`src/rtl/uart_tx.sv`:
```
// rtl/uart_tx.sv - 8N1 UART transmitter with registered outputs
module uart_tx #(
  parameter int CLKS_PER_BIT = 87
) (
  input  logic       i_Clock,
  input  logic       i_Reset,
  input  logic       i_Tx_DV,
  input  logic [7:0] i_Tx_Byte,
  output logic       o_Tx_Active,
  output logic       o_Tx_Serial,
  output logic       o_Tx_Done
);

  localparam int CW = (CLKS_PER_BIT > 1) ? $clog2(CLKS_PER_BIT) : 1;
  localparam logic [CW-1:0] CNT_LAST = CW'(CLKS_PER_BIT - 1);

  typedef enum logic [2:0] {
    S_IDLE,
    S_START,
    S_DATA,
    S_STOP,
    S_CLEANUP
  } state_e;

  state_e        state_q, state_d;
  logic [CW-1:0] cnt_q, cnt_d;
  logic [2:0]    idx_q, idx_d;
  logic [7:0]    byte_q, byte_d;
  logic          serial_q, serial_d;
  logic          active_q, active_d;
  logic          done_q, done_d;

  // Next-state logic; outputs are computed for the state being entered so
  // that the registered line level changes on the same edge as the state.
  always_comb begin
    state_d  = state_q;
    cnt_d    = cnt_q;
    idx_d    = idx_q;
    byte_d   = byte_q;
    serial_d = serial_q;
    active_d = active_q;
    done_d   = 1'b0;

    case (state_q)
      S_IDLE: begin
        serial_d = 1'b1;
        active_d = 1'b0;
        cnt_d    = '0;
        idx_d    = '0;
        if (i_Tx_DV) begin
          byte_d   = i_Tx_Byte;
          state_d  = S_START;
          serial_d = 1'b0;
          active_d = 1'b1;
        end
      end

      S_START: begin
        if (cnt_q == CNT_LAST) begin
          cnt_d    = '0;
          idx_d    = '0;
          state_d  = S_DATA;
          serial_d = byte_q[0];
        end else begin
          cnt_d = cnt_q + CW'(1);
        end
      end

      S_DATA: begin
        if (cnt_q == CNT_LAST) begin
          cnt_d = '0;
          if (idx_q == 3'd7) begin
            state_d  = S_STOP;
            serial_d = 1'b1;
          end else begin
            idx_d    = idx_q + 3'd1;
            serial_d = byte_q[idx_q + 3'd1];
          end
        end else begin
          cnt_d = cnt_q + CW'(1);
        end
      end

      S_STOP: begin
        if (cnt_q == CNT_LAST) begin
          cnt_d    = '0;
          state_d  = S_CLEANUP;
          serial_d = 1'b1;
          active_d = 1'b0;
          done_d   = 1'b1;
        end else begin
          cnt_d = cnt_q + CW'(1);
        end
      end

      S_CLEANUP: begin
        state_d  = S_IDLE;
        serial_d = 1'b1;
        active_d = 1'b0;
      end

      default: begin
        state_d  = S_IDLE;
        cnt_d    = '0;
        idx_d    = '0;
        serial_d = 1'b1;
        active_d = 1'b0;
      end
    endcase
  end

  // State and output registers; reset aborts any frame and idles the line.
  always_ff @(posedge i_Clock) begin
    if (i_Reset) begin
      state_q  <= S_IDLE;
      cnt_q    <= '0;
      idx_q    <= '0;
      byte_q   <= '0;
      serial_q <= 1'b1;
      active_q <= 1'b0;
      done_q   <= 1'b0;
    end else begin
      state_q  <= state_d;
      cnt_q    <= cnt_d;
      idx_q    <= idx_d;
      byte_q   <= byte_d;
      serial_q <= serial_d;
      active_q <= active_d;
      done_q   <= done_d;
    end
  end

  assign o_Tx_Serial = serial_q;
  assign o_Tx_Active = active_q;
  assign o_Tx_Done   = done_q;

endmodule

```
`config.mk`:
```
export PLATFORM = sky130hd
export DESIGN_NAME = uart_tx
export DESIGN_NICKNAME = d
export VERILOG_FILES = /design/src/rtl/uart_tx.sv
export SDC_FILE = /design/constraint.sdc
export NUM_CORES = 1
export LEC_CHECK = 0
export ABC_AREA = 1
export BUFFER_PORTS_ARGS = -buffer_cell sky130_fd_sc_hd__buf_2
export CAP_MARGIN = 20
export CELL_PAD_IN_SITES_DETAIL_PLACEMENT = 1
export CELL_PAD_IN_SITES_GLOBAL_PLACEMENT = 1
export CORE_MARGIN = 2
export CORE_UTILIZATION = 43
export CTS_BUF_LIST = sky130_fd_sc_hd__clkbuf_16
export DETAILED_ROUTE_END_ITERATION = 7
export GPL_TIMING_DRIVEN = 0
export HOLD_SLACK_MARGIN = 0.08
export PLACE_DENSITY = 0.9
export SYNTH_ARGS = -nofsm -noshare
export SYNTH_HDL_FRONTEND = slang
export SYNTH_SLANG_ARGS = --single-unit
```
`constraint.sdc`:
```
create_clock -name i_Clock -period 3.39 [get_ports i_Clock]
set_input_delay 0 -clock i_Clock [delete_from_list [all_inputs] [get_ports i_Clock]]
set_output_delay 0 -clock i_Clock [all_outputs]
set_load 0.05 [all_outputs]
```
---- Yosys cells after proc, flatten, opt, wreduce, memory -nomap -nowiden ----
Index checks and enable logic that the tools add are counted.
operators by class
  add/subtract/negate cells ............... 2
  $lt $le $gt $ge ......................... 1
  eq/ne operators ......................... 12
  mux-type cells .......................... 24
  bitwise operators ....................... 3
  reductions and logical operators ........ 10
operator list
  cell                                                         number
  two-way mux 3 bit                                            8
  one-hot mux 7 bit (2 select lines)                           1
  inequality test 2 bit (second input constant)                6
  one-hot mux 3 bit (4 select lines)                           1
  two-way mux 1 bit                                            9
  one-hot mux 3 bit (3 select lines)                           1
  adder 7 x 1 -> 7 bit (second input constant)                 1
  == test 7 bit (second input constant)                        1
  two-way mux 7 bit                                            1
  == test 3 x 2 -> 1 bit (second input constant)               2
  == test 3 bit (second input constant)                        2
  OR reduction 2 bit                                           3
  AND reduction 5 bit                                          1
  less-than comparator 3 x 4 -> 1 bit (second input constant)  1
  one-hot mux 1 bit (4 select lines)                           1
  AND reduction 2 bit                                          2
  AND reduction 4 bit                                          1
  adder 3 x 1 -> 3 bit (second input constant)                 1
  binary-select mux 1 bit (select 3 bit)                       1
  == test 3 x 1 -> 1 bit (second input constant)               1
  zero test 3 bit                                              1
  inverter 1 bit                                               3
  one-hot mux 1 bit (3 select lines)                           1
  AND reduction 3 bit                                          1
  OR reduction 3 bit                                           1
word-level totals
  flip-flop bits (word level) ............. 24
  input bits .............................. 11
  output and inout bits ................... 3

---- Longest topological paths before layout ----
  depth after elaboration ................. 6
  depth in mapped cells ................... 11
  mapped depth without buffers ............ 11

---- Least setup slack after synthesis ----
OpenSTA, ideal clock, no wires.
  path kind ............................... register -> register
  start point ............................. reg idx_q[0]
  end point ............................... reg serial_q, in the netlist o_Tx_Serial
  library setup time ...................... 112 ps
  data arrival time ....................... 1300 ps
  required time ........................... 3278 ps
  slack ................................... 1977 ps
  cell stages (with the launch flop) ...... 11
  clock period less this slack ............ 1413 ps
  path through ............................ dfxtp_1 -> ha_1 -> ha_1 -> inv_1 -> nand3_1 -> nand3_1 -> nand3_1 -> nand2_1 -> nand2_1 -> nand2_1 -> nand2_1
on the way
  cells in the longest elaborated chain, start to end .. 6
  elaborated cells on any way between the ends .. 7
ends and longest elaborated chain
  element                                  line  source
  start: declaration                       27    logic [2:0] idx_q, idx_d;
  start signal: assignment                 125   idx_q <= idx_d;
  adder 3 x 1 -> 3 bit                     77    serial_d = byte_q[idx_q + 3'd1];
  binary-select mux 1 bit (select 3 bit)   77
  two-way mux 1 bit (not written as such)  77
  two-way mux 1 bit *                      72    if (idx_q == 3'd7) begin
  two-way mux 1 bit *                      70    if (cnt_q == CNT_LAST) begin
  one-hot mux 1 bit (4 select lines) *     44    case (state_q)
  end signal: assignment                   127   serial_q <= serial_d;
  end: declaration                         29    logic serial_q, serial_d;
Every way passes the cells marked *; elsewhere a longest branch is shown, timed or not. The select of a mux whose other input is x is not followed.
A chain may end at the register's enable or synchronous reset.

---- Worst setup path after layout ----
Same ends and word-level chain as after synthesis.

==> qor.yml <==
pwr:
  p_int_mw: 0.656
  clkPwrFrac_pct: 23.2
  switchingPower_mw: 0.460
  swShare_pct: 41.2
  ir_drop_mv: 0.442
  pwr-share-comb_pct: 41.3
  leakagePower_nw: 0.667
  pwr-share-seq_pct: 35.5
  powerDensity_nw_per_um2: 747
critical_path:
  start_kind: "flip-flop"
  slowest_delay_ns: 0.51
  worstPathCellList: "ha_1 > ha_1 > inv_1 > nand3_1 > nand3_1 > nand3_1 > nand2_1 > nand2_1 > nand2_1 > nand2_1"
  cp-end-kind: "flip-flop"
  crit_fanout: 8
  setup.worst_path.class: "flip-flop to flip-flop"
  crit_required_ns: 3.54
  cp_common_cell: "nand2_1"
  critPathTopFamily: "flip-flops"
  cp.arrival_ns: 1.80
  crit_path_top_delay_cell: "dfxtp_1"
  cp_num_buf_inv: 1
timing:
  hold_violations: 0
  finalClockSkew_ns: 0.00531
  slew_headroom_pct: 63.1
  fin_setup_tns_ns: 0
  period_minus_slack_ns: 1.65
  slew_violations: 0
  setup_viol: 0
  period_share_pct: 48.6
  tightest_slew_ns: 0.554
  fmax_mhz: 607
  rsz0062_at_grt: "no"
floorplan:
  chipWidth_um: 57.5
  ios: 14
  rows: 19
  core_area_sq_um: 2730
  design.die.area_sq_um: 3310
  die_h_um: 57.5
  initial_core_util_pct: 45.0
final_layout:
  area_delta_synth_final_pct: 21.3
  multi_input_area_sq_um: 659
  register_area_sq_um: 480
  diodes: 0
  stdcell_count: 236
  nFillCells: 376
  drive_above_1_share_pct: 17.1
  finalNetCount: 221
yosys:
  synth_nets: 195
  synth.area.mux_share_pct: 0
  synth_xor_area_share_pct: 0
  synth_top_area_share_pct: 39.0
  synth_largest_area_cell: "dfxtp_1"
  synth_top_family_by_area: "simple AND/OR/NAND/NOR gates"
  netlist_area_sq_um: 1230
  ys_seq_area_share_pct: 39.0
  synthArstFlopShare_pct: 0
  synth_ff_type: "dfxtp_1"
  synth_cell_types: 25
  synth_area_leaders: "dfxtp_1 39%, nand2_1 12%, nor2_1 9.1%"
  ys_warn_count: 0
  synth_edf_count: 0
  synth_compound_area_share_pct: 10.7
  syn_area_per_cell_sq_um: 6.84
  synth-simple-area-share_pct: 38.8
  synth_fa_ha_area_share_pct: 4.07
  synth-seq-cells: 24
  postSynthCellCount: 180
clock_network:
  cts_tree: "yes"
  clock-sinks: 24
  clk_path_buf_depth: 2
  clockRootBuffer: "clkbuf_16"
  post-cts-setup-buffer-count: 0
  htree_levels: 1
  cts_buffers: 3
  post_cts_resized: 0
  path_clk_slew_ns: 0.06
  clkLatencyLatePin_ns: 0.26
routing:
  route.detailed.drc: 0
  wire_per_inst_um: 13.5
  drtPass1Iterations: 4
  first_iter_violations: 36
  vias: 1228
  wl_mm: 3.18
  vias_per_cell: 5.20
  ant_nets: 0
run_status:
  status: "complete, no violations"
grt:
  gr-total-overflow: 0
  grt_antenna_before_repair: 0
  grt_pass1_wl_mm: 5.51
  grt_usage_pct: 21.5
  grt_max_degree: 14
  grt_pass1_vias: 1346
worst_hold_path:
  holdCritPathClass: "input port to flip-flop"
placed_design:
  hpwl_mm: 2.36
  io_buffers: 13
  gp_congestion: 0.786
  dp_cells: 224
job:
  maxCapViolCount: 0
==> power by group through the flow <==
stage          sequential, mW  clock (mW)  combinational [mW]
2_1_floorplan           0.419           0               0.321
3_3_place_gp            0.396           0               0.423
3_5_place_dp            0.400           0               0.451
4_1_cts                 0.396       0.263               0.470
5_1_grt                 0.405       0.273               0.527
6_report                0.396       0.259               0.461
==> timing repair <==
item,in CTS,in global routing
hold buffers,8,0
hold endpoints to repair,8,0
setup endpoints to repair,0,0
==> worst min-delay path: stages <==
cell	delay, ns
buf_2	0.08
inv_1	0.08
o21ai_0	0.09
a21oi_1	0.04
==> cell usage after synthesis, types with 3 or more instances <==
library cell,number
nand2_1,39
nor2_1,30
dfxtp_1,24
inv_1,18
o21ai_0,12
a21oi_1,11
nand3_1,11
nor2_2,6
nand2_2,5
ha_1,4
inv_2,3
==> layout make-up <==
type                       count  area share, %
buffer                         2          0.586
tap                           31           2.60
clock inverter                 1          0.251
inverter                      22           5.53
clock buffer                   3           5.03
timing repair buffer          21           9.72
sequential                    24           32.2
multi-input combinational    132           44.1
==> path summary, 6_finish.rpt <==
| kind | start | depth (start not counted) | to | slack (ns) |
|---|---|---|---|---|
| max | idx_q[0] | 10 | o_Tx_Serial | 1.74 |
| min | i_Reset | 4 | cnt_q[2] | 0.08 |
| max reg2reg | idx_q[0] | 10 | o_Tx_Serial | 1.74 |
| min reg2reg | o_Tx_Active | 2 | o_Tx_Active | 0.47 |
==> cell usage in the layout, fill, tap and decap left out, types with 3 or more instances in the layout <==
cell / netlist / routed
nand2_1: 39 / 39
nor2_1: 30 / 30
dfxtp_1: 24 / 24
inv_1: 18 / 18
buf_2: 0 / 13
o21ai_0: 12 / 12
a21oi_1: 11 / 11
nand3_1: 11 / 11
dlygate4sd3_1: 0 / 8
nor2_2: 6 / 6
nand2_2: 5 / 5
ha_1: 4 / 4
inv_2: 3 / 3
clkbuf_16: 0 / 3
==> per-stage QoR <==
step                      total power [mW]  hold WS [ns]  utilization (%)  instance area [sq um]  setup WS, ns
after floorplan                      0.740         0.135                -                   1230          1.98
after global placement               0.819         0.221             48.8                   1340          1.81
after detailed placement             0.852         0.232             48.8                   1340          1.77
after CTS                             1.13        0.0952             54.6                   1490          1.75
after global routing                  1.21         0.153             54.6                   1490          1.61
final                                 1.12        0.0837             54.6                   1490          1.74
==> sequential cells by signal, indices dropped and copies added (netlist names) <==
signal	count
byte_q	8
cnt_q	7
idx_q	3
state_q	3
o_Tx_Active	1
o_Tx_Done	1
o_Tx_Serial	1
==> per-layer routing <==
metal	track usage [%]	part of all wire, %	vias up
li1	-	-	622
met1	22.8	41	573
met2	39.6	54	22
met3	3.40	2.5	11
met4	12.6	2.9	0
met5	0	0	-
==> cells by family (layout without fill, tap and decap cells) <==
| family | count (synthesis) | count (layout) |
|---|---|---|
| buf+inv | 24 | 49 |
| simple gates | 102 | 102 |
| compound gates | 26 | 26 |
| fa+ha+maj | 4 | 4 |
| flops | 24 | 24 |
Note: power is estimated with default switching activity, not from simulation.
